`src/rtl/seq_divider.sv`:
```
// Sequential signed divider: one restoring-division step per clock.
// Operands are captured as magnitudes on the start edge. The quotient and
// remainder are re-signed when the result is published.
module seq_divider #(
  parameter int WIDTH = 32
) (
  input  logic             clock,
  input  logic             reset,
  input  logic             ctrl_div,
  input  logic [WIDTH-1:0] data_operandA,
  input  logic [WIDTH-1:0] data_operandB,
  output logic [WIDTH-1:0] data_result,
  output logic [WIDTH-1:0] data_remainder,
  output logic             data_exception,
  output logic             data_resultRDY,
  output logic             busy
);

  localparam logic [1:0] IDLE = 2'd0;
  localparam logic [1:0] RUN  = 2'd1;
  localparam logic [1:0] DONE = 2'd2;

  localparam int CW = $clog2(WIDTH);
  localparam logic [CW-1:0]    LAST_ITER = CW'(WIDTH - 1);
  localparam logic [WIDTH-1:0] MIN_NEG   = {1'b1, {(WIDTH-1){1'b0}}};

  logic [1:0]       state;
  logic [CW-1:0]    count;
  logic [WIDTH-1:0] divisor;
  logic [WIDTH-1:0] quo;
  logic [WIDTH-1:0] rem;
  logic             neg_q;
  logic             neg_r;
  logic             exc_flag;

  logic [WIDTH-1:0] abs_a;
  logic [WIDTH-1:0] abs_b;
  logic             b_zero;
  logic             ovf_in;
  logic [WIDTH:0]   shifted;
  logic [WIDTH:0]   diff;

  assign busy = (state == RUN);

  // Operand magnitudes and corner-case detection, valid on the start edge
  always_comb begin
    abs_a  = data_operandA[WIDTH-1] ? -data_operandA : data_operandA;
    abs_b  = data_operandB[WIDTH-1] ? -data_operandB : data_operandB;
    b_zero = (data_operandB == '0);
    ovf_in = (data_operandA == MIN_NEG) && (data_operandB == '1);
  end

  // One restoring step: the shifted partial remainder is WIDTH+1 bits wide,
  // so a divisor magnitude of 2^(WIDTH-1) cannot overflow the trial subtract
  always_comb begin
    shifted = {rem, quo[WIDTH-1]};
    diff    = shifted - {1'b0, divisor};
  end

  // Control FSM, iteration datapath and result publication
  always_ff @(posedge clock or negedge reset) begin
    if (!reset) begin
      state          <= IDLE;
      count          <= '0;
      divisor        <= '0;
      quo            <= '0;
      rem            <= '0;
      neg_q          <= 1'b0;
      neg_r          <= 1'b0;
      exc_flag       <= 1'b0;
      data_result    <= '0;
      data_remainder <= '0;
      data_exception <= 1'b0;
      data_resultRDY <= 1'b0;
    end else begin
      data_resultRDY <= 1'b0;
      if (state == DONE) begin
        data_result    <= neg_q ? -quo : quo;
        data_remainder <= neg_r ? -rem : rem;
        data_exception <= exc_flag;
        data_resultRDY <= 1'b1;
      end
      if (ctrl_div) begin
        divisor  <= abs_b;
        neg_q    <= data_operandA[WIDTH-1] ^ data_operandB[WIDTH-1];
        neg_r    <= data_operandA[WIDTH-1];
        exc_flag <= b_zero | ovf_in;
        count    <= '0;
        if (b_zero) begin
          quo   <= '0;
          rem   <= abs_a;
          state <= DONE;
        end else begin
          quo   <= abs_a;
          rem   <= '0;
          state <= RUN;
        end
      end else begin
        case (state)
          RUN: begin
            if (!diff[WIDTH]) begin
              rem <= diff[WIDTH-1:0];
              quo <= {quo[WIDTH-2:0], 1'b1};
            end else begin
              rem <= shifted[WIDTH-1:0];
              quo <= {quo[WIDTH-2:0], 1'b0};
            end
            count <= count + 1'b1;
            if (count == LAST_ITER) begin
              state <= DONE;
            end
          end
          DONE:    state <= IDLE;
          default: state <= IDLE;
        endcase
      end
    end
  end

endmodule

```
`config.mk`:
```
export PLATFORM = sky130hd
export DESIGN_NAME = seq_divider
export DESIGN_NICKNAME = d
export VERILOG_FILES = /design/src/rtl/seq_divider.sv
export SDC_FILE = /design/constraint.sdc
export NUM_CORES = 1
export LEC_CHECK = 0
export BUFFER_PORTS_ARGS = -buffer_cell sky130_fd_sc_hd__buf_4
export CORE_MARGIN = 3
export CORE_UTILIZATION = 50
export CTS_BUF_LIST = sky130_fd_sc_hd__clkbuf_16
export DETAILED_ROUTE_END_ITERATION = 6
export PLACE_DENSITY = 0.68
export SYNTH_ARGS = -nofsm -noshare
export SYNTH_HDL_FRONTEND = slang
export SYNTH_SLANG_ARGS = --single-unit
```
`constraint.sdc`:
```
create_clock -name clock -period 3.22 [get_ports clock]
set_clock_uncertainty 0.1 [all_clocks]
set_input_delay 0.322 -clock clock [delete_from_list [all_inputs] [get_ports clock]]
set_output_delay 0.322 -clock clock [all_outputs]
set_load 0.01 [all_outputs]
```
## After elaboration in Yosys (flattened, before gate mapping)

Cells that the tools add are included.

- $add $sub $neg: 6
- Equality and inequality tests: 6
- Bitwise gates (word level): 2
- Mux-type cells: 19
- Reduce and logical (&&, ||, !) cells: 3

Operators by type and width:

| kind | number |
|---|---|
| two-way mux 32 bit | 11 |
| negation 32 bit | 4 |
| == test 32 bit, second input constant | 2 |
| subtractor 33 x 32 -> 33 bit | 1 |
| logical NOT 32 bit | 1 |
| two-way mux 5 bit | 2 |
| two-way mux 2 bit | 4 |
| adder 5 x 1 -> 5 bit, second input constant | 1 |
| == test 5 bit, second input constant | 1 |
| inequality test 3 x 2 -> 1 bit, second input constant | 1 |
| == test 2 x 1 -> 1 bit, second input constant | 1 |
| == test 2 bit, second input constant | 1 |
| two-way mux 1 bit | 2 |
| nonzero test 2 bit | 1 |
| logical AND 1 bit | 1 |
| bitwise OR 1 bit | 1 |
| XOR 1 bit | 1 |

- Register bits: 172
- Output and inout port bits: 67
- Bits of input ports: 67

## Depth between registers and ports, before layout

Gate-level depths: netlist of the first run.

- Depth in word-level cells: 4
- Depth in mapped cells: 12
- Depth with buffers taken out: 11

## Worst setup path after synthesis of the first run

OpenSTA, ideal clock, no wires.

- Kind: register to register
- Start: register rem[8]
- End: register rem[25]
- Library setup time: 136 ps
- Stages on the path, launching flop included: 10
- Slack: 269 ps
- Arrival: 2,715 ps
- Buffers on the path: 0
- Cell sequence: dfrtp_1 -> ha_1 -> a21oi_1 -> o211ai_1 -> a31o_2 -> o211a_1 -> nor3_1 -> nor3_1 -> a32oi_1 -> or3b_2

- Longest elaborated chain between the ends: 4

RTL lines:

| item | line | source |
|---|---|---|
| from (decl) | 31 | `logic [WIDTH-1:0] rem;` |
| from (signal assigned) | 91 | `rem <= abs_a;` |
| from (signal assigned) | 102 | `rem <= diff[WIDTH-1:0];` |
| from (signal assigned) | 105 | `rem <= shifted[WIDTH-1:0];` |
| subtractor 33 x 32 -> 33 bit | 57 | `diff = shifted - {1'b0, divisor};` |
| two-way mux 32 bit | 101 | `if (!diff[WIDTH]) begin` |
| two-way mux 32 bit | 99 | `case (state)` |
| two-way mux 32 bit | 83 | `if (ctrl_div) begin` |

No other way between the ends. The select of a mux whose other input is x is not followed.
A chain may end at the register's enable or synchronous reset.

## Worst setup path in the final report of the first run

- Start: register rem[21]
- End: register rem[7]

Same word-level chain as after synthesis.

==> metrics, run 1 <==
share of flip-flops with an asynchronous set or reset after synthesis=1.000; I/O Buffers=between 100 and 150; internal portion of total power=around 5.3 mW; post-layout instance count excluding filler cells=around 1900; worst-skew pair later-pin latency=between 0.4 and 0.5 ns; mux share of post-synthesis cell area=0.04584; Die Height=approximately 160 um; TritonCTS buffer count=17; number of antenna violations at the first check in global routing=0; period utilisation layout=0.9613; detailed-route wire length per cell=about 19 um; synthesis-stage register bit count=172; number of enable-type register cells in the synthesized netlist=0; Max IR drop VDD=~0.38 mV; fraction of layout instances using a drive strength above 1=0.1873; CP Data Required Time=between 3 and 4 ns; routability congestion estimate from global placement=0.9347; FMAX=roughly 320 MHz; initial detailed-routing violation count=810; Ant. Diodes=0; standard cell with the maximum stage delay on the critical path=sky130_fd_sc_hd__dfrtp_1; minimum clock period=3.095 ns; met2 Resource Use GR=0.4187; synthesized net count=between 1000 and 1500; synthesized-area fraction occupied by and/or/nand/nor cells=0.1684; layout-stage area growth over the synthesis result=21.57%; worst min-delay path startpoint=data_operandA[0]; highest net fanout along the worst path=22; setup repair bufs after CTS=0; gr busiest metal=met1; class of the worst hold path=input pin to flip-flop; power density over the cells=between 600 and 700 mW/mm^2; critical path launch point type=flip-flop; worst path cell trace=ha_1, and2_1, and3_1, a211oi_2, buf_4, o31a_1, a21oi_1, buf_4, nor2_2, buf_12, mux2i_1, o221ai_1; setup violators final=0; gr usage total=0.2801; vias per cell=just under 6; cell depth of the worst hold path=2; leading cell type in the layout, fill and taps excluded=sky130_fd_sc_hd__buf_4; number of cell rows=55; Post-Place Worst Slack=-0.004516 ns; Max Root-Sink Buffers=2; Reg-to-Reg Start=rem[21]; PnR worst setup slack=0.1245 ns; width of the die=about 160 um; Sink Count=172; Comb power frac=0.449; fraction of the yosys area taken by sequential cells=0.3684; vias in the first global route=approximately 10000; starting density of the core=0.5129; Cell Area, Synth=about 0.012 mm^2; arrival time of data at the critical path endpoint=3.28 ns; flop-to-flop setup slack=0.12 ns; total global routing overflow=0; cell with the most instances on the worst path=sky130_fd_sc_hd__buf_4; reported max-cap violation count=0; delay of the slowest cell on the worst path=~0.43 ns; fraction of power spent switching nets=0.3997; Net count, final=approximately 1600; global-route wire length before repair=about 57000 um; power share of the sequential group=0.302; total iterations of the first detailed-routing run=7; count of different cell masters after synthesis=73; worst max-slew margin expressed relative to the limit=0.3210; detailed placement HPWL=27400 um; post-detailed-route count of antenna-violating nets=0; leakage power summed over all cells=between 6 and 7 nW; FF-to-FF path depth=12; number of placed I/O pins=roughly 130; TNS Setup=0 ns; leading cell types in the layout, fill and taps excluded=219 x sky130_fd_sc_hd__buf_4, 172 x sky130_fd_sc_hd__dfrtp_1, 165 x sky130_fd_sc_hd__nand2_1, 158 x sky130_fd_sc_hd__o21ai_0, 107 x sky130_fd_sc_hd__xor2_1; area share of fa/ha/maj cells after synthesis=0.04348; count of endpoints failing hold in the final timing report=0; Worst-Margin Slew=between 1 and 1.5 ns; routed wire length=35650 um; clock tree from TritonCTS=done; Pins Over Slew Limit=0; area fraction in compound gates after synthesis=0.2231; global-route track usage on met1=0.4244; type of destination of the critical path=flip-flop; Reg2Reg Capture Point=rem[7]; dominant combinational cell family by area after synthesis=compound AO/OA/AOI/OAI gates; end of the worst hold path=rem[0]; average cell area after synthesis=8.546 um^2; status=finished, final reports clean; Root Buffer Master=sky130_fd_sc_hd__clkbuf_16; synthesized instance count=around 1400; setup repair after global routing missed its margin=yes; critical path start-end classification=flip-flop to flip-flop; Placed Instances=1835; share of total power in the clock network=0.249; xor/xnor share of the synthesized area=0.1087; count of warnings emitted by yosys=0; H-tree depth reported by CTS=4; met3 track demand over resource in global routing=0.03287; clock-pin slew reported for the worst setup and hold paths after clock tree synthesis=around 0.07 ns; maximum number of pins on one net before global-route repair=between 100 and 150; DRC viols=0; number of vias after detailed routing=approximately 11000; core region area=approximately 0.023 mm^2; Total Die Area=between 0.02 and 0.03 mm^2; top_reg_cell synth=sky130_fd_sc_hd__dfrtp_1; total chip power=between 8 and 9 mW; P_sw=around 3.6 mW
==> state kept, by name, summed over array words and instances (netlist names) <==
signal / count
data_remainder: 32
data_result: 32
divisor: 32
quo: 32
rem: 32
count: 5
state: 2
data_exception: 1
data_resultRDY: 1
exc_flag: 1
neg_q: 1
neg_r: 1
==> stage by stage <==
step	hold WS, ns	cell area (um^2)	util
4_1_cts	0.08302	14160	0.6216
6_report	0.09520	14200	0.6235
3_5_place_dp	0.2512	13540	0.5942
2_1_floorplan	-0.07359	11680	-
3_3_place_gp	0.2497	13540	0.5942
5_1_grt	0.09951	14200	0.6235
==> power by group through the flow <==
stage                     Combinational (mW)  Sequential, mW  Clock [mW]
after floorplan                         2.43            2.70           0
after global placement                  3.85            2.70           0
after detailed placement                3.87            2.71           0
after CTS                               3.90            2.67        2.25
after global routing                    4.36            2.72        2.32
final                                   3.99            2.69        2.22
==> what timing repair did <==
| item | CTS | global route |
|---|---|---|
| endpoints found under the setup margin | 1 | 8 |
| resized for setup | 1 | 10 |
| hold buffers | 1 | 0 |
| endpoints found under the hold margin | 60 | 0 |
| pin swaps | 0 | 1 |
| gates cloned | 0 | 0 |
==> synthesized netlist by cell type (5+ instances only) <==
| library cell | instances | area share |
|---|---|---|
| sky130_fd_sc_hd__dfrtp_1 | 172 | 0.37 |
| sky130_fd_sc_hd__nand2_1 | 165 | 0.053 |
| sky130_fd_sc_hd__o21ai_0 | 160 | 0.069 |
| sky130_fd_sc_hd__xor2_1 | 107 | 0.080 |
| sky130_fd_sc_hd__a21oi_1 | 84 | 0.036 |
| sky130_fd_sc_hd__nor2_1 | 79 | 0.025 |
| sky130_fd_sc_hd__inv_1 | 55 | 0.018 |
| sky130_fd_sc_hd__clkbuf_1 | 49 | 0.016 |
| sky130_fd_sc_hd__mux2i_1 | 49 | 0.042 |
| sky130_fd_sc_hd__ha_1 | 39 | 0.042 |
| sky130_fd_sc_hd__xnor2_1 | 38 | 0.028 |
| sky130_fd_sc_hd__nand3_1 | 37 | 0.016 |
| sky130_fd_sc_hd__o31ai_1 | 36 | 0.023 |
| sky130_fd_sc_hd__o41ai_1 | 23 | 0.017 |
| sky130_fd_sc_hd__o22ai_1 | 20 | 0.011 |
| sky130_fd_sc_hd__nor3_1 | 18 | 0.0077 |
| sky130_fd_sc_hd__nor4_1 | 15 | 0.0080 |
| sky130_fd_sc_hd__a21o_1 | 13 | 0.0084 |
| sky130_fd_sc_hd__a31oi_1 | 13 | 0.0070 |
| sky130_fd_sc_hd__nand2b_1 | 13 | 0.0070 |
| sky130_fd_sc_hd__or4_1 | 12 | 0.0077 |
| sky130_fd_sc_hd__buf_1 | 11 | 0.0035 |
| sky130_fd_sc_hd__nand4_1 | 11 | 0.0059 |
| sky130_fd_sc_hd__or3_1 | 11 | 0.0059 |
| sky130_fd_sc_hd__nor2b_1 | 10 | 0.0054 |
| sky130_fd_sc_hd__and3_1 | 9 | 0.0048 |
| sky130_fd_sc_hd__and2_1 | 8 | 0.0043 |
| sky130_fd_sc_hd__o32a_1 | 7 | 0.0060 |
| sky130_fd_sc_hd__a21boi_0 | 6 | 0.0039 |
| sky130_fd_sc_hd__a22oi_1 | 6 | 0.0039 |
| sky130_fd_sc_hd__o211ai_1 | 6 | 0.0039 |
| sky130_fd_sc_hd__o21a_1 | 6 | 0.0039 |
| sky130_fd_sc_hd__buf_2 | 5 | 0.0021 |
| sky130_fd_sc_hd__or2_2 | 5 | 0.0027 |
==> worst max-delay path by stage <==
stage | start | end | slack, ns | cells past startpoint
after CTS | divisor[0] | rem[25] | 0.08 | 11
after global placement | divisor[2] | rem[25] | 0.09 | 10
after global routing | divisor[9] | rem[13] | -0.004 | 13
after detailed placement | quo[31] | rem[25] | -0.005 | 11
final | rem[21] | rem[7] | 0.12 | 12
after floorplan | rem[8] | rem[25] | 0.27 | 9
==> layout make-up <==
type | count | area [um^2]
Fill cell | 2054 | 8576
Multi-Input combinational cell | 1070 | 6942
Sequential cell | 172 | 4304
Timing Repair Buffer | 225 | 1745
Clock buffer | 17 | 425.4
Tap cell | 313 | 391.6
Inverter | 56 | 210.2
Clock inverter | 14 | 183.9
==> metal layers <==
metal,vias to the layer above,wire [um]
li1,5275,-
met1,5263,16910
met2,412,15460
met3,49,2331
met4,0,942
met5,-,0
==> logic make-up after synthesis <==
logic type | count (synthesis)
multiplexers | 53
XOR/XNOR | 145
AO/OA/AOI/OAI | 418
AND/OR/NAND/NOR | 414
adder cells (fa/ha/maj) | 40
buffers and inverters | 125
flip-flops | 172
==> worst max-delay path: cells and delay by family (launching register included) <==
| kind | cells | cell delay [ns] |
|---|---|---|
| compound gates | 4 | 0.68 |
| fa+ha+maj | 1 | 0.35 |
| mux | 1 | 0.20 |
| simple gates | 3 | 0.63 |
| buf+inv | 3 | 0.54 |
| flops | 1 | 0.43 |
Power figures use the tool's default switching activity.
==> run 2, diff against run 1 <==
--- a/config.mk
+++ b/config.mk
@@ -6,11 +6,13 @@
 export NUM_CORES = 1
 export LEC_CHECK = 0
 export BUFFER_PORTS_ARGS = -buffer_cell sky130_fd_sc_hd__buf_4
+export CELL_PAD_IN_SITES_DETAIL_PLACEMENT = 1
+export CELL_PAD_IN_SITES_GLOBAL_PLACEMENT = 1
 export CORE_MARGIN = 3
-export CORE_UTILIZATION = 50
+export CORE_UTILIZATION = 45
 export CTS_BUF_LIST = sky130_fd_sc_hd__clkbuf_16
 export DETAILED_ROUTE_END_ITERATION = 6
-export PLACE_DENSITY = 0.68
+export PLACE_DENSITY = 0.79
 export SYNTH_ARGS = -nofsm -noshare
 export SYNTH_HDL_FRONTEND = slang
 export SYNTH_SLANG_ARGS = --single-unit
==> run 2 against run 1 <==
Net effect:
- hold slack worse by 0.0035 ns
- flip-flop and latch count is the same
- combinational power up 2%
- sequential power about the same
- clock power fell by 6%
- register-to-register slack hardly changed
- critical path depth down 1
- highest routed layer unchanged
==> metrics, run 2 (same netlist as run 1, synthesis figures left out) <==
status=finished, final reports clean; Max IR drop VDD=0.2895 mV (-23%); worst min-delay path startpoint=data_operandB[27]; Die Height=167.1 um (+5.2%); number of cell rows=58 (+5.5%); critical path launch point type=flip-flop; H-tree depth reported by CTS=4 (unchanged); routed wire length=39820 um (+12%); leading cell types in the layout, fill and taps excluded=216 x sky130_fd_sc_hd__buf_4, 172 x sky130_fd_sc_hd__dfrtp_1, 165 x sky130_fd_sc_hd__nand2_1, 160 x sky130_fd_sc_hd__o21ai_0, 107 x sky130_fd_sc_hd__xor2_1; Ant. Diodes=0 (unchanged); fraction of power spent switching nets=0.4236 (+0.02386); gr busiest metal=met2; end of the worst hold path=divisor[27]; vias in the first global route=11350 (+11%); worst max-slew margin expressed relative to the limit=0.2398 (-0.08115); fraction of layout instances using a drive strength above 1=0.1900 (+0.002696); Pins Over Slew Limit=0 (unchanged); leading cell type in the layout, fill and taps excluded=sky130_fd_sc_hd__buf_4; type of destination of the critical path=flip-flop; post-detailed-route count of antenna-violating nets=0 (unchanged); Reg-to-Reg Start=divisor[0]; FMAX=322.2 MHz (-0.28%); Root Buffer Master=sky130_fd_sc_hd__clkbuf_16; flop-to-flop setup slack=0.12 ns (about the same); vias per cell=5.897 (about the same); met2 Resource Use GR=0.4424 (+0.02378); Worst-Margin Slew=1.130 ns (+0.1206 ns); share of total power in the clock network=0.235 (-0.014); clock-pin slew reported for the worst setup and hold paths after clock tree synthesis=0.08 ns (about the same); detailed-route wire length per cell=21.15 um (+11%); Fill cells=3056 (+49%); I/O Buffers=133 (unchanged); critical path start-end classification=flip-flop to flip-flop; power share of the sequential group=0.307 (+0.005); gr usage total=0.2851 (+0.005086); global-route track usage on met1=0.4151 (-0.009302); reported max-cap violation count=0 (unchanged); DRC viols=0 (unchanged); detailed placement HPWL=30710 um (+12%); setup violators final=0 (unchanged); met3 track demand over resource in global routing=0.03612 (+0.003247); starting density of the core=0.4613 (-0.05161); arrival time of data at the critical path endpoint=3.33 ns (+0.05 ns); FF-to-FF path depth=11 (-1); cell depth of the worst hold path=3 (+1); minimum clock period=3.104 ns (+0.008540 ns); period utilisation layout=0.9640 (+0.002652); core region area=0.02533 mm^2 (+11%); Max Root-Sink Buffers=2 (unchanged); Net count, final=1647 (-0.12%); P_sw=3.750 mW (+5.5%); launching instance or port of the critical path=divisor[0]; Sink Count=172 (unchanged); Total Die Area=0.02793 mm^2 (+11%); total global routing overflow=0 (unchanged); total iterations of the first detailed-routing run=5 (-2); Reg2Reg Capture Point=rem[25]; width of the die=167.1 um (+5.2%); highest net fanout along the worst path=6 (-73%); initial detailed-routing violation count=809 (-0.12%); clock tree from TritonCTS=done; number of antenna violations at the first check in global routing=0 (unchanged); Comb power frac=0.458 (+0.009); Post-Place Worst Slack=-0.04636 ns (-0.04184 ns); leakage power summed over all cells=6.715 nW (-0.42%); routability congestion estimate from global placement=0.9586 (+2.6%); number of vias after detailed routing=11100 (+0.95%); CP Data Required Time=3.44 ns (+0.03 ns); global-route wire length before repair=64180 um (+13%); layout-stage area growth over the synthesis result=21.50% (about the same); TNS Setup=0 ns (unchanged); PnR worst setup slack=0.1160 ns (-0.008540 ns); worst-skew pair later-pin latency=0.44 ns (about the same); power density over the cells=623.8 mW/mm^2 (-0.39%); class of the worst hold path=input pin to flip-flop; count of endpoints failing hold in the final timing report=0 (unchanged); maximum number of pins on one net before global-route repair=91 (-14%); TritonCTS buffer count=17 (unchanged); internal portion of total power=5.103 mW (-4.4%); number of placed I/O pins=134 (unchanged)
-- run 2: cell count changes in the layout (fill, tap and decap cells not counted), sizes merged --
cell / previous run / this run
buf: 224 / 222
bufinv: 3 / 0
clkinv: 3 / 7
-- run 2: power by group through the flow --
stage	clock network [mW]	logic [mW]	registers, mW
5_1_grt	2.21	4.42	2.75
2_1_floorplan	0	2.43	2.70
4_1_cts	2.10	3.94	2.71
6_report	2.08	4.05	2.72
3_5_place_dp	0	3.88	2.74
3_3_place_gp	0	3.78	2.73
-- run 2: worst max-delay path by stage --
stage                   end  slack [ns]  depth (start not counted)
floorplan           rem[25]        0.27                          9
global placement    rem[25]        0.08                          9
detailed placement  rem[25]       -0.05                          9
CTS                 rem[17]        0.04                         11
global route        rem[17]       -0.02                         13
finish              rem[25]        0.12                         11
-- run 2: metal layers --
layer,vias to the layer above,wire length [um]
met4,0,1327
met3,72,1988
met2,319,17740
li1,5259,-
met5,-,0
met1,5454,18770
-- run 2: area by class of cell --
type,instances,area (um^2),area share
well taps,330,412.9,0.02909
repair buffers,223,1734,0.1222
clock inverters,15,151.4,0.01067
flip-flops and latches,172,4304,0.3032
multi-input cells,1070,6955,0.4900
clock buffers,17,425.4,0.02997
inverters,56,210.2,0.01481
-- run 2: critical path: stages (launching register included) --
cell	delay (ns)
sky130_fd_sc_hd__dfrtp_1	0.39
sky130_fd_sc_hd__ha_1	0.25
sky130_fd_sc_hd__fa_1	0.43
sky130_fd_sc_hd__nor2b_2	0.16
sky130_fd_sc_hd__o2111a_2	0.27
sky130_fd_sc_hd__o211a_1	0.23
sky130_fd_sc_hd__o211ai_1	0.13
sky130_fd_sc_hd__a21oi_1	0.17
sky130_fd_sc_hd__buf_4	0.17
sky130_fd_sc_hd__nor3_1	0.06
sky130_fd_sc_hd__a32oi_1	0.17
sky130_fd_sc_hd__or3b_2	0.45
-- run 2: stage by stage --
stage	hold slack, ns	instances	util	area [um^2]	total power, mW
2_1_floorplan	-0.07359	1367	-	11680	5.130
3_3_place_gp	0.2439	1848	0.5341	13530	6.504
3_5_place_dp	0.2455	1848	0.5341	13530	6.624
4_1_cts	0.08836	1881	0.5575	14120	8.743
5_1_grt	0.09920	1883	0.5604	14190	9.386
6_report	0.09166	1883	0.5604	14190	8.854
-- run 2: what timing repair did --
item                                    4_1_cts  5_1_grt
hold buffers                                  1        0
buffers inserted                              0        2
gates resized for setup                       1       15
endpoints found under the setup margin        6       26
pin swaps                                     0        1
endpoints found under the hold margin        56        0
